===== src/rtl/bus_regfile_slave.sv =====
// ---------------------------------------------------------------------------
// bus_regfile_slave
//   Small register file behind a simple rd/wr request bus. Writes complete
//   in the accept cycle with per-byte enables. Reads take RD_WAIT wait states
//   and then present one response cycle. Accesses with addr >= NUM_REGS
//   touch no register and raise err for one cycle.
//
// Ports
//   clk     in   rising-edge clock
//   rstn    in   asynchronous active-low reset
//   rd      in   read request
//   wr      in   write request (wins over rd when both are set)
//   addr    in   [ADDR_W-1:0]   register index
//   din     in   [DATA_W-1:0]   write data
//   be      in   [DATA_W/8-1:0] byte enables; be[i] gates din[8i+7:8i]
//   ready   out  a request is accepted on this cycle's rising edge
//   dout    out  [DATA_W-1:0]   read data, held between read responses
//   rvalid  out  dout carries a read response this cycle
//   err     out  the current response targeted an out-of-range address
// ---------------------------------------------------------------------------
module bus_regfile_slave #(
  parameter int DATA_W   = 32,
  parameter int ADDR_W   = 3,
  parameter int NUM_REGS = 8,
  parameter int RD_WAIT  = 1
) (
  input  logic                clk,
  input  logic                rstn,
  input  logic                rd,
  input  logic                wr,
  input  logic [ADDR_W-1:0]   addr,
  input  logic [DATA_W-1:0]   din,
  input  logic [DATA_W/8-1:0] be,
  output logic                ready,
  output logic [DATA_W-1:0]   dout,
  output logic                rvalid,
  output logic                err
);

  localparam int BE_W = DATA_W / 8;

  typedef enum logic [1:0] {
    S_IDLE,
    S_WAIT,
    S_RESP
  } state_t;

  state_t              r_state;
  state_t              w_next;
  logic [3:0]          r_cnt;
  logic [ADDR_W-1:0]   r_addr;
  logic [DATA_W-1:0]   r_regs [NUM_REGS];
  logic [DATA_W-1:0]   r_dout;
  logic                r_err;

  logic                w_accept_wr;
  logic                w_accept_rd;
  logic [ADDR_W-1:0]   w_rd_idx;
  logic                w_rd_in_range;

  function automatic logic in_range(input logic [ADDR_W-1:0] a);
    return int'(a) < NUM_REGS;
  endfunction

  // -------------------------------------------------------------------------
  // FSM state register
  // -------------------------------------------------------------------------
  always_ff @(posedge clk or negedge rstn) begin
    if (!rstn) begin
      r_state <= S_IDLE;
    end else begin
      // NOTE: sequential state uses non-blocking (<=) so every flop samples
      // the pre-edge values; blocking here would create order-dependent races.
      r_state <= w_next;
    end
  end

  // -------------------------------------------------------------------------
  // FSM next-state and handshake outputs
  // -------------------------------------------------------------------------
  always_comb begin
    // NOTE: every output of this block gets a default first, so no path can
    // leave one unassigned and infer a latch.
    w_next      = r_state;
    ready       = 1'b0;
    rvalid      = 1'b0;
    w_accept_wr = 1'b0;
    w_accept_rd = 1'b0;
    unique case (r_state)
      S_IDLE: begin
        ready       = 1'b1;
        w_accept_wr = wr;
        // A simultaneous rd+wr is served as a write only.
        w_accept_rd = rd & ~wr;
        if (w_accept_rd) begin
          w_next = (RD_WAIT > 0) ? S_WAIT : S_RESP;
        end
      end
      S_WAIT: begin
        // Counter holds the number of wait cycles still to run, this one included.
        if (r_cnt <= 4'd1) begin
          w_next = S_RESP;
        end
      end
      S_RESP: begin
        rvalid = 1'b1;
        w_next = S_IDLE;
      end
      default: begin
        w_next = S_IDLE;
      end
    endcase
  end

  // On a zero-wait read the response is loaded at the accept edge itself,
  // so the live address is used; otherwise the captured one.
  assign w_rd_idx      = (r_state == S_IDLE) ? addr : r_addr;
  assign w_rd_in_range = in_range(w_rd_idx);

  // -------------------------------------------------------------------------
  // Register file, wait counter and response datapath
  // -------------------------------------------------------------------------
  always_ff @(posedge clk or negedge rstn) begin
    if (!rstn) begin
      // NOTE: the register file is architecturally visible after reset, so
      // every entry is cleared here rather than left as uninitialised RAM.
      for (int i = 0; i < NUM_REGS; i++) begin
        r_regs[i] <= '0;
      end
      r_cnt  <= '0;
      r_addr <= '0;
      r_dout <= '0;
      r_err  <= 1'b0;
    end else begin
      r_err <= 1'b0;

      if (w_accept_wr) begin
        if (in_range(addr)) begin
          for (int j = 0; j < BE_W; j++) begin
            if (be[j]) begin
              r_regs[addr][8*j +: 8] <= din[8*j +: 8];
            end
          end
        end else begin
          r_err <= 1'b1;
        end
      end

      if (w_accept_rd) begin
        r_addr <= addr;
        r_cnt  <= 4'(RD_WAIT);
      end else if (r_state == S_WAIT) begin
        r_cnt <= r_cnt - 4'd1;
      end

      // dout and the read error only change on entry to RESP.
      if (w_next == S_RESP) begin
        r_dout <= w_rd_in_range ? r_regs[w_rd_idx] : '0;
        r_err  <= ~w_rd_in_range;
      end
    end
  end

  assign dout = r_dout;
  assign err  = r_err;

endmodule


===== config.mk =====
export PLATFORM = sky130hd
export DESIGN_NAME = bus_regfile_slave
export DESIGN_NICKNAME = d
export VERILOG_FILES = /design/src/rtl/bus_regfile_slave.sv
export SDC_FILE = /design/constraint.sdc
export NUM_CORES = 1
export LEC_CHECK = 0
export ABC_AREA = 1
export BUFFER_PORTS_ARGS = -buffer_cell sky130_fd_sc_hd__buf_2
export CAP_MARGIN = 15
export CORE_ASPECT_RATIO = 1.75
export CORE_MARGIN = 3
export CORE_UTILIZATION = 40
export DETAILED_ROUTE_END_ITERATION = 6
export HOLD_SLACK_MARGIN = 0.12
export PLACE_DENSITY = 0.58
export SYNTH_ARGS = -nofsm -noshare
export SYNTH_HDL_FRONTEND = slang
export SYNTH_SLANG_ARGS = --single-unit

===== constraint.sdc =====
create_clock -name clk -period 1.94 [get_ports clk]
set_input_delay 0 -clock clk [delete_from_list [all_inputs] [get_ports clk]]
set_output_delay 0 -clock clk [all_outputs]
set_load 0.05 [all_outputs]

# Word level (Yosys, flattened, before mapping)
# Index checks and enable logic that the tools add are counted.
[word_totals]
register_bits = 297
in_bits = 43
out_inout_bits = 35
elab_cells = 59
[classes]
addsub = 1
n_lt_le_gt_ge = 4
eq_ne = 3
n_mux = 32
bitwise_logic = 4
reduce_logical = 3
[op_table]
columns = ["op", "count"]
rows = [
  ["256-bit two-way mux", 7],
  ["256-bit bitwise mux", 4],
  ["32-bit demux with 3-bit select", 4],
  ["32-bit binary-select mux with 3-bit select", 1],
  ["32-bit two-way mux", 3],
  ["24-bit two-way mux", 1],
  ["16-bit two-way mux", 1],
  ["4-bit greater-or-equal comparator (second input constant)", 2],
  ["4-bit two-way mux", 2],
  ["8-bit two-way mux", 1],
  ["3-bit NOT with 4-bit output", 2],
  ["2-bit == test (second input constant)", 2],
  ["4-bit by 1-bit <= comparator with 1-bit output (second input constant)", 1],
  ["4-bit by 1-bit less-than comparator with 1-bit output (second input constant)", 1],
  ["1-bit two-way mux", 4],
  ["2-bit two-way mux", 2],
  ["2-bit case mux with 2 select lines", 1],
  ["4-bit by 1-bit subtractor with 4-bit output (second input constant)", 1],
  ["3-bit two-way mux", 1],
  ["2-bit by 1-bit == test with 1-bit output (second input constant)", 1],
  ["2-bit logical NOT", 1],
  ["2-bit nonzero test", 1],
  ["1-bit bitwise AND", 1],
  ["1-bit logical AND", 1],
  ["1-bit NOT", 1],
]

# Logic depth before layout (Yosys ltp)
[depth]
ltp_word = 16
depth_mapped = 11
mapped_depth_nobuf = 9

# Worst setup path after synthesis
# No wires, ideal clock.
[synth_path]
kind = "register to register"
from = "register r_state[0]"
to = "register r_dout[23], in the netlist dout[23]"
setup_ns = 0.118
arrival_ns = 1.644
t_required_ns = 1.822
setup_slack_ns = 0.178
stages_incl_launch_ff = 11
n_path_buf = 2
synth_period_minus_slack_ns = 1.762
path_cell_list = "dfrtp_1 nor2_4 nand2_1 nand2_1 buf_4 buf_4 nand2_1 nand3_1 nand3_1 nand3_1 nand2_1"
[synth_via]
elab_chain_cells = 6
word_cells_on_any_way = 11
classes_between = "eq/ne: 2; mux: 7; bitwise: 1; reduce/logical: 1"
[synth_rtl]
columns = ["item", "line", "text"]
rows = [
  ["start, declared", "48", "state_t r_state;"],
  ["start signal, assigned", "74", "r_state <= w_next;"],
  ["2-bit logical NOT", "89, 117", ""],
  ["3-bit two-way mux", "117", "assign w_rd_idx = (r_state == S_IDLE) ? addr : r_addr;"],
  ["3-bit NOT with 4-bit output (implied by the code)", "158", "r_dout <= w_rd_in_range ? r_regs[w_rd_idx] : '0;"],
  ["32-bit binary-select mux with 3-bit select", "158", ""],
  ["32-bit two-way mux (implied by the code) (2 in series)", "158", ""],
  ["end signal, assigned", "158", ""],
  ["end, declared", "53", "logic [DATA_W-1:0] r_dout;"],
]
# Parallel ways exist; a longest one is shown, timed or not. The select of a mux whose other input is x is not followed.
# A chain may end at the register's enable or synchronous reset.

# Worst setup path in the final report
[layout_path]
from = "register r_state[0]"
to = "register r_dout[11], in the netlist dout[11]"
# The elaborated chain is that of the path after synthesis.

==> summary.txt <==
CTS
  – Num CTS Buffers: 28
  – Clock Sinks: 297
  – Setup Buffers After CTS: 0
  – CTS HTree Levels: 1
  – Post-CTS sizing: 0
  – CTS root buf: clkbuf_16
  – Clk buf depth: 3
  – Insertion delay of the later-clocked pin in the worst-skew pair: 560 ps
  – CTS tree: done
  – CTS clk-pin slew, worst paths: 60 ps
  – Hold buffer count at CTS: 43

Setup path
  – Worst r2r src: r_state[0]
  – R2R setup slack: 180 ps
  – Worst path bufs/invs: 2
  – CP startpoint kind: flop
  – Crit Path Max Fanout: 15
  – CP dominant cell by count: nand3_1
  – Arrival @ worst endpoint: 2200 ps
  – Critical Path, Cell by Cell: inv_2 > nand2_4 > nand2_2 > nand2_2 > buf_4 > nand2_1 > nand3_1 > nand3_1 > nand3_1 > nand2_1
  – Critical R2R Capture: dout[11]
  – CP top delay family: simple AND/OR/NAND/NOR gates
  – CP max stage delay: 440 ps
  – Element type at the critical path end: flop
  – CP Class: flop to flop
  – Worst EP required: 2390 ps
  – Cell count of the worst reg-to-reg path: 10
  – Slowest CP cell: dfrtp_1

Pwr
  – Power Density: 1750 nW/µm²
  – Clock power frac: 18.0%
  – NetSw: 12.7 mW
  – Switching Share: 43.0%
  – P_int: 16.8 mW
  – Combinational power share: 47.2%
  – LEAKAGE: 8.02 nW
  – Power, Total: 29.6 mW
  – Sequential power share: 34.9%
  – Maximum vdd drop: 0.00108 V

Route
  – Vias: 12300
  – ANT nets after route: 0
  – Wire per inst: 17.9 µm
  – WL final: 42900 µm
  – Initial DRC Count: 855
  – DRC viols: 0
  – DRT Pass-1 Iters: 5
  – Vias per inst: 5.13

Floorplanning
  – Core Area: 35500 µm²
  – # rows: 91
  – Die Wd: 150 µm
  – Die Height: 258 µm
  – Starting Density: 40.8%
  – Die footprint: 38600 µm²
  – I/O pin count: 78

Timing
  – Slew @ Worst Pin: 556 ps
  – Max Fclk: 570 MHz
  – Clock period minus worst slack: 1760 ps
  – RSZ-0062 raised after global routing: false
  – Final Max Tran Viols: 0
  – Final Skew: 11.8 ps
  – Setup tns final: 0 ps
  – Fin crit share: 90.5%
  – Final Hold Viols: 0
  – Max_slew headroom: 62.8%
  – Final setup viols: 0

Logic synthesis
  – Mapped Avg Cell Area: 7.87 µm²
  – Yosys warning count: 0
  – Synth cell types: 27
  – Post-Syn Instances: 1842
  – Number of synthesized register bits: 297
  – Syn Nets: 1887
  – Mapped Area: 14500 µm²
  – Seq/Total Area, Yosys: 51.3%

Worst hold path
  – Hold wc startpoint: din[22]
  – Hold Path Class: input pin to flop
  – Hold path depth: 4
  – Hold endpoint: r_regs[54]

Global route
  – Largest net degree at the start of global routing: 85
  – Total grt overflow: 0
  – Total global-route track usage: 22.6%
  – Initial antenna violation count: 0
  – Vias in the first global route: 12200
  – First-pass GRT wire length: 69000 µm

Cells and area
  – Most common cell after layout, fill and taps aside: nand2_1
  – Share of layout cells above drive strength 1: 11.4%
  – Ant diodes: 0
  – Most frequent cells in the layout: nand2_1, nand3_1, dfrtp_1, inv_1, o21ai_0
  – Area grow syn2layout: 16.6%
  – Layout Nets: 1960
  – Layout Cells excl Fill: 2396

Placement
  – Placed Cells: 2307
  – HPWL after DPL: 27900 µm
  – Placer Congestion: 0.841
  – # port buffers: 76

Job
  – Max-cap violations: 0

Run status
  – Run status: finished, final reports clean
how the worst max path moves through the flow:
stage	depth (start not counted)	from	endpoint
floorplan	10	r_state[0]	dout[23]
global placement	6	r_state[0]	r_regs[144]
detailed placement	10	r_state[0]	dout[16]
CTS	6	r_state[0]	r_regs[147]
global route	10	r_state[0]	dout[0]
finish	10	r_state[0]	dout[11]
per-stage QoR:
stage	cell area, µm²	hold WS, ps	worst slack (ps)	util, %
2_1_floorplan	14500	-296	178	-
3_3_place_gp	15600	-26.6	217	43.9
3_5_place_dp	15600	-22.0	170	43.9
4_1_cts	16900	286	174	47.6
5_1_grt	16900	321	36.5	47.6
6_report	16900	305	185	47.6
state kept, by name, summed over array words and instances, names as in the netlist:
register	cells
r_regs	256
dout	32
r_cnt	4
r_addr	3
r_state	2
tightest hold or removal path, stage by stage:
cell and delay (ps):
dlygate4sd3_1 520, buf_2 170, nand2_1 70, o21ai_1 50
cell families after synthesis:
kind of cell | share of synthesized area [%]
adder cells (fa/ha/maj) | 0.173
flip-flops | 51.3
other | 0.0259
AND/OR/NAND/NOR | 27.6
XOR/XNOR | 0.0604
AO/OA/AOI/OAI | 9.48
buffers and inverters | 11.3
power by group through the flow:
| stage | combinational (mW) | clock (mW) | sequential, mW |
|---|---|---|---|
| floorplan | 8.40 | 0 | 11.3 |
| global placement | 13.7 | 0 | 10.4 |
| detailed placement | 13.9 | 0 | 10.4 |
| CTS | 14.0 | 5.42 | 10.3 |
| global route | 15.6 | 5.66 | 10.6 |
| finish | 13.9 | 5.31 | 10.3 |
area by class of cell:
cell class	instances	area [µm²]
fill	3517	18600
sequential	297	7430
multi-input combinational	1140	5470
timing repair buffer	171	1520
inverter	277	1040
clock buffer	45	846
tap	465	582
clock inverter	1	8.76
cells in the mapped netlist:
library cell / count / share of area (%)
clkbuf_2: 10 / 0.35
nor2_1: 10 / 0.26
buf_4: 8 / 0.41
nand3_1: 358 / 12
nand2_1: 450 / 12
nand2_4: 5 / 0.39
o22ai_1: 3 / 0.13
a21oi_1: 9 / 0.31
o21ai_0: 233 / 8.0
a31oi_1: 1 / 0.043
conb_1: 1 / 0.026
buf_2: 64 / 2.2
buf_1: 26 / 0.67
o21ai_1: 21 / 0.73
o211ai_1: 1 / 0.052
nor2_8: 1 / 0.14
ha_1: 2 / 0.17
inv_1: 268 / 6.9
o21ai_2: 2 / 0.12
nor3_1: 5 / 0.17
dfrtp_1: 297 / 51
inv_2: 9 / 0.23
clkbuf_1: 20 / 0.52
xnor2_1: 1 / 0.060
o21a_1: 1 / 0.052
nor2_4: 32 / 2.5
nand2_2: 4 / 0.17
routing by layer:
layer / global-route usage [%] / vias up / routed length [µm]
li1: - / 5960 / -
met1: 28.8 / 5942 / 17600
met2: 39.4 / 312 / 21900
met3: 2.51 / 85 / 1890
met4: 8.22 / 0 / 1430
met5: 0 / - / 0
Power figures use the tool's default switching activity.
